$ cat config.mk
export PLATFORM = sky130hd
export DESIGN_NAME = axi4_read_arbiter
export DESIGN_NICKNAME = d
export VERILOG_FILES = /design/src/rtl/axi4_read_arbiter_pkg.sv /design/src/rtl/axi4_read_arbiter_rr.sv /design/src/rtl/axi4_read_arbiter.sv
export SDC_FILE = /design/constraint.sdc
export NUM_CORES = 1
export LEC_CHECK = 0
export BUFFER_PORTS_ARGS = -buffer_cell sky130_fd_sc_hd__buf_2
export CAP_MARGIN = 30
export CORE_AREA = 2 2 160 162
export CTS_CLUSTER_DIAMETER = 50
export CTS_CLUSTER_SIZE = 12
export DETAILED_ROUTE_END_ITERATION = 10
export DIE_AREA = 0 0 162 164
export PLACE_DENSITY = 0.45
export REMOVE_ABC_BUFFERS = 1
export SYNTH_ARGS = -nofsm -noshare
export SYNTH_HDL_FRONTEND = slang
export SYNTH_SLANG_ARGS = --single-unit
$ cat constraint.sdc
create_clock -name clk -period 3.05 [get_ports clk]
set_clock_uncertainty 0.1 [all_clocks]
set_input_delay 0.305 -clock clk [delete_from_list [all_inputs] [get_ports clk]]
set_output_delay 0.305 -clock clk [all_outputs]
set_load 0.05 [all_outputs]
$ cat src/rtl/axi4_read_arbiter_pkg.sv
// ============================================================================
// axi4_read_arbiter_pkg : widths, FSM states and AR/R field helpers
// Rev 1.0
// ============================================================================
`default_nettype none

package axi4_read_arbiter_pkg;

  function automatic int ar_width(input int addr_w);
    return addr_w + 13;
  endfunction

  function automatic int r_width(input int data_w);
    return data_w + 3;
  endfunction

  typedef enum logic [1:0] {
    ST_IDLE = 2'd0,
    ST_ADDR = 2'd1,
    ST_DATA = 2'd2
  } state_e;

  // Low-order fields of the packed AR {addr,len,size,burst} and R {data,resp,last} words
  typedef struct packed {
    logic [7:0] len;
    logic [2:0] size;
    logic [1:0] burst;
  } ar_tail_t;

  typedef struct packed {
    logic [1:0] resp;
    logic       last;
  } r_tail_t;

  function automatic logic [7:0] ar_len(input ar_tail_t t);
    return t.len;
  endfunction

  function automatic logic r_last(input r_tail_t t);
    return t.last;
  endfunction

endpackage

`default_nettype wire

$ cat src/rtl/axi4_read_arbiter_rr.sv
// ============================================================================
// axi4_read_arbiter_rr : round-robin pick of the first requester after last_i
// Rev 1.0
// ============================================================================
`default_nettype none

module axi4_read_arbiter_rr #(
  parameter  int N    = 2,
  localparam int ID_W = $clog2(N)
) (
  input  logic [N-1:0]    req_i,
  input  logic [ID_W-1:0] last_i,
  output logic [N-1:0]    grant_o,
  output logic [ID_W-1:0] grant_idx_o,
  output logic            valid_o
);

  // Walk from the farthest offset back to the nearest so the nearest request wins
  always_comb begin
    grant_o     = '0;
    grant_idx_o = '0;
    valid_o     = 1'b0;
    for (int off = N; off >= 1; off--) begin
      if (req_i[(int'(last_i) + off) % N]) begin
        grant_o                             = '0;
        grant_o[(int'(last_i) + off) % N]   = 1'b1;
        grant_idx_o                         = ID_W'((int'(last_i) + off) % N);
        valid_o                             = 1'b1;
      end
    end
  end

endmodule

`default_nettype wire

$ cat src/rtl/axi4_read_arbiter.sv
// ============================================================================
// axi4_read_arbiter : shares one AXI4 RAM read port among NUM_MASTERS, one burst at a time
// Rev 1.0
// ============================================================================
`default_nettype none

module axi4_read_arbiter
  import axi4_read_arbiter_pkg::*;
#(
  parameter  int NUM_MASTERS = 2,
  parameter  int ADDR_W      = 32,
  parameter  int DATA_W      = 128,
  localparam int AR_W        = ar_width(ADDR_W),
  localparam int R_W         = r_width(DATA_W),
  localparam int ID_W        = $clog2(NUM_MASTERS)
) (
  input  logic                        clk,
  input  logic                        reset,
  input  logic [NUM_MASTERS-1:0]      s_ar_valid,
  output logic [NUM_MASTERS-1:0]      s_ar_ready,
  input  logic [NUM_MASTERS*AR_W-1:0] s_ar_payload,
  output logic [NUM_MASTERS-1:0]      s_r_valid,
  input  logic [NUM_MASTERS-1:0]      s_r_ready,
  output logic [R_W-1:0]              s_r_payload,
  output logic                        m_ar_valid,
  input  logic                        m_ar_ready,
  output logic [AR_W-1:0]             m_ar_payload,
  input  logic                        m_r_valid,
  output logic                        m_r_ready,
  input  logic [R_W-1:0]              m_r_payload,
  output logic [ID_W-1:0]             grant_id,
  output logic                        busy,
  output logic                        len_err
);

  state_e                  state_q;
  logic [ID_W-1:0]         grant_id_q;
  logic [AR_W-1:0]         m_ar_payload_q;
  logic [7:0]              beat_cnt_q;
  logic                    m_ar_valid_q;
  logic                    busy_q;
  logic                    len_err_q;

  logic [NUM_MASTERS-1:0]  next_oh;
  logic [ID_W-1:0]         next_idx;
  logic                    next_any;
  logic [AR_W-1:0]         sel_ar;
  logic [NUM_MASTERS-1:0]  owner_oh;
  logic                    r_beat;
  logic                    r_is_last;

  axi4_read_arbiter_rr #(.N(NUM_MASTERS)) u_rr (
    .req_i       (s_ar_valid),
    .last_i      (grant_id_q),
    .grant_o     (next_oh),
    .grant_idx_o (next_idx),
    .valid_o     (next_any)
  );

  assign sel_ar    = s_ar_payload[int'(next_idx) * AR_W +: AR_W];
  assign owner_oh  = {{(NUM_MASTERS-1){1'b0}}, 1'b1} << grant_id_q;
  assign r_is_last = r_last(r_tail_t'(m_r_payload[2:0]));
  assign r_beat    = m_r_valid && m_r_ready;

  assign s_ar_ready  = (state_q == ST_IDLE) ? next_oh : '0;
  assign s_r_valid   = (state_q == ST_DATA && m_r_valid) ? owner_oh : '0;
  assign m_r_ready   = (state_q == ST_DATA) && s_r_ready[grant_id_q];
  assign s_r_payload = m_r_payload;

  assign m_ar_valid   = m_ar_valid_q;
  assign m_ar_payload = m_ar_payload_q;
  assign grant_id     = grant_id_q;
  assign busy         = busy_q;
  assign len_err      = len_err_q;

  always_ff @(posedge clk or negedge reset) begin
    if (!reset) begin
      state_q        <= ST_IDLE;
      grant_id_q     <= ID_W'(NUM_MASTERS - 1);
      m_ar_payload_q <= '0;
      beat_cnt_q     <= '0;
      m_ar_valid_q   <= 1'b0;
      busy_q         <= 1'b0;
      len_err_q      <= 1'b0;
    end else begin
      len_err_q <= 1'b0;
      case (state_q)
        ST_IDLE: begin
          if (next_any) begin
            grant_id_q     <= next_idx;
            m_ar_payload_q <= sel_ar;
            beat_cnt_q     <= ar_len(ar_tail_t'(sel_ar[12:0]));
            m_ar_valid_q   <= 1'b1;
            busy_q         <= 1'b1;
            state_q        <= ST_ADDR;
          end
        end
        ST_ADDR: begin
          if (m_ar_ready) begin
            m_ar_valid_q <= 1'b0;
            state_q      <= ST_DATA;
          end
        end
        ST_DATA: begin
          // Length mismatches are flagged but only the RAM's last beat ends the burst
          if (r_beat) begin
            beat_cnt_q <= (beat_cnt_q == 8'd0) ? 8'd0 : beat_cnt_q - 8'd1;
            len_err_q  <= (r_is_last && beat_cnt_q != 8'd0) ||
                          (!r_is_last && beat_cnt_q == 8'd0);
            if (r_is_last) begin
              busy_q  <= 1'b0;
              state_q <= ST_IDLE;
            end
          end
        end
        default: begin
          m_ar_valid_q <= 1'b0;
          busy_q       <= 1'b0;
          state_q      <= ST_IDLE;
        end
      endcase
    end
  end

endmodule

`default_nettype wire

==> flow_metrics.py <==
metrics = {
    "run_status": {
        "status": "finished, final reports clean",
    },
    "setup_path": {
        "critPathSlowestCell": "dfstp_2",
        "max_stage_delay_ns": 0.62,
        "rr_startpoint": "grant_id",
        "worstPathArrival_ns": 2.43,
        "crit_start": "grant_id",
        "crit_fanout": 8,
        "cp-start-kind": "flip-flop",
        "rr_worst_depth": 4,
        "crit_required_ns": 3.18,
        "endpoint_kind": "flip-flop",
        "worstSetupPathType": "reg2reg",
        "path_cells": "mux2i_1, a2bb2oi_1, nor4b_1, a211o_1",
    },
    "grt": {
        "grt_start_max_net_pins": 60,
        "grt_pass1_wl_um": 40800,
        "antenna_found_initial": 0,
        "overflow": 0,
        "grt_pass1_vias": 2929,
        "grt_usage_pct": 25.8,
    },
    "power_and_ir_drop": {
        "switching_share_pct": 51.7,
        "ir_worst_vdd_uv": 368,
        "cellInternalPower_mw": 2.47,
        "combPwrFrac_pct": 52.3,
        "switchingPower_mw": 2.64,
        "clkPwrFrac_pct": 19.5,
        "cellPowerDensity_nw_per_um2": 1160,
        "p_leak_nw": 2.15,
        "p_seq_share_pct": 28.2,
    },
    "timing": {
        "fin_hold_ws_ns": 0.0677,
        "period_share_pct": 75.3,
        "fmax_mhz": 435,
        "slew_viol_final": 0,
        "setup_violations": 0,
        "finalWorstSetupSlack_ns": 0.753,
        "tightest_slew_ns": 0.872,
        "tns_ns": 0,
        "slew_headroom_pct": 41.9,
        "finalHoldViolCount": 0,
        "period_needed_ns": 2.30,
        "rsz0062_at_grt": "no",
    },
    "layout": {
        "fin_area_um2": 4390,
        "layout_commonest_cell": "buf_2",
        "nFillCells": 2822,
        "drive_gt1_share_pct": 41.3,
        "final_cell_mix": "buf_2, dfrtp_1, o21ai_0, nand2_1, mux2i_1",
        "multi_input_area_um2": 1380,
        "seqCellArea_um2": 1480,
        "final_nets": 674,
        "diodes": 0,
        "area_growth_pct": 11.5,
    },
    "placement": {
        "gp_congestion": 0.970,
        "dpl_cell_area_um2": 4100,
        "pre_cts_slack_ns": 0.747,
        "portBuffers": 153,
        "hpwlAfterDp_um": 32300,
    },
    "floorplanning": {
        "pin_count": 414,
        "die_height_um": 164,
        "die-area_um2": 26600,
        "fp.dieW_um": 162,
        "coreArea_um2": 24800,
        "num_rows": 58,
        "initial_core_util_pct": 15.9,
    },
    "synthesis": {
        "synth_area_per_cell_um2": 9.33,
        "yosysUniqueCellTypes": 49,
        "synth_enable_flop_cells": 0,
        "synth_ff_type": "dfrtp_1",
        "async_flop_share_pct": 100,
        "synth_area_um2": 3940,
        "ys_seq_area_share_pct": 37.5,
        "ys_warn_count": 0,
        "ys_ff_latch": 59,
        "synthCells": 422,
    },
    "route": {
        "dr.pass1.iters": 4,
        "drtAntennaViolNets": 0,
        "vias": 3212,
        "detail_route.wirelength_um": 34900,
        "remaining_drc_errors": 0,
        "drtIter0Drc": 177,
        "routed_via_density": 4.13,
        "wl_per_cell_um": 44.9,
    },
    "clock_network": {
        "cts-root-buf": "clkbuf_16",
        "path_clk_slew_ns": 0.06,
        "cts.path.max_buffers": 2,
        "clock_latency_ns": 0.35,
        "cts_buffers": 9,
        "cts_tree": "done",
        "cts_sinks": 59,
        "post_cts_resized": 0,
        "cts_htree_levels": 3,
    },
    "min_path": {
        "min_from": "m_ar_ready",
        "min-delay-path-class": "in2reg",
        "min_path_cells": 2,
    },
    "flow_run": {
        "maxCapViolations": 0,
    },
}
-- metrics by stage --
| stage | utilization (%) | power [mW] | cells |
|---|---|---|---|
| global placement | 16.5 | 4.13 | 762 |
| CTS | 17.7 | 5.17 | 778 |
| global route | 17.7 | 5.42 | 778 |
| finish | 17.7 | 5.11 | 778 |
| floorplan | - | 3.42 | 274 |
| detailed placement | 16.5 | 4.16 | 762 |
-- what timing repair did --
item / 4_1_cts / 5_1_grt
hold buffers: 1 / 0
endpoints found under the hold margin: 2 / 0
setup buffers: 0 / 0
-- worst paths after layout --
check                                    to  slack, ns
max                           beat_cnt_q[5]       0.75
min                              state_q[0]       0.07
max reg2reg                   beat_cnt_q[5]       0.75
min reg2reg                m_ar_payload[20]       0.37
max in group asynchronous  m_ar_payload[27]       1.75
min in group asynchronous  m_ar_payload[12]       0.51
-- synthesized netlist by cell type, drive strengths merged, types with 2 or more instances --
master  instances  share of area [%]
o21ai          52                6.7
mux2i          46                 12
o32a            2               0.54
clkbuf          9               0.86
a21boi          2               0.38
a21o            2               0.38
a21oi           4               0.51
dfrtp          58                 37
inv             7               0.67
buf           139                 26
nor3            6               0.76
a22o            3               0.67
nand2          50                4.8
nor2           11                1.1
o31ai           2               0.73
o22ai           2               0.32
-- power groups by stage --
stage | clock [mW] | sequential (mW) | combinational [mW]
after floorplan | 0 | 2.50 | 0.918
after global placement | 0 | 1.44 | 2.70
after detailed placement | 0 | 1.45 | 2.70
after CTS | 1.03 | 1.44 | 2.71
after global routing | 1.06 | 1.49 | 2.87
final | 0.996 | 1.44 | 2.67
-- final cells by class --
cell class,count,share of cell area (%)
Sequential cell,59,33.7
Multi-Input combinational cell,208,31.3
Timing Repair Buffer,159,18.6
Tap cell,330,9.41
Clock buffer,13,6.16
Inverter,7,0.599
Clock inverter,2,0.228
-- per-layer routing --
metal | GRT usage, % | wire, um | up-vias
met5 | 4.17 | 107 | -
met4 | 13.0 | 2140 | 4
met3 | 31.4 | 8950 | 55
met2 | 47.9 | 18300 | 423
met1 | 11.3 | 5490 | 1388
li1 | - | - | 1342
-- flip-flops by register name, summed over array words and instances (netlist names) --
signal / cells
m_ar_valid: 1
busy: 1
state_q: 2
len_err: 1
m_ar_payload: 45
grant_id: 1
beat_cnt_q: 8
-- worst max-delay path: cells and delay by family, from the launching register on --
family           cells  cell delay [ns]
multiplexers         1             0.48
flip-flops           1             0.62
AO/OA/AOI/OAI        2             0.86
AND/OR/NAND/NOR      1             0.12
-- cells by family after synthesis --
logic type	share of synthesized area, %
AOI/OAI and AO/OA	12.4
muxes	12.0
xor gates and xnor gates	0.223
buffers and inverters	28.0
adders and majority gates	0.318
and+or+nand+nor	9.51
DFF	37.5
No activity file was read; power rests on OpenSTA's default activity.
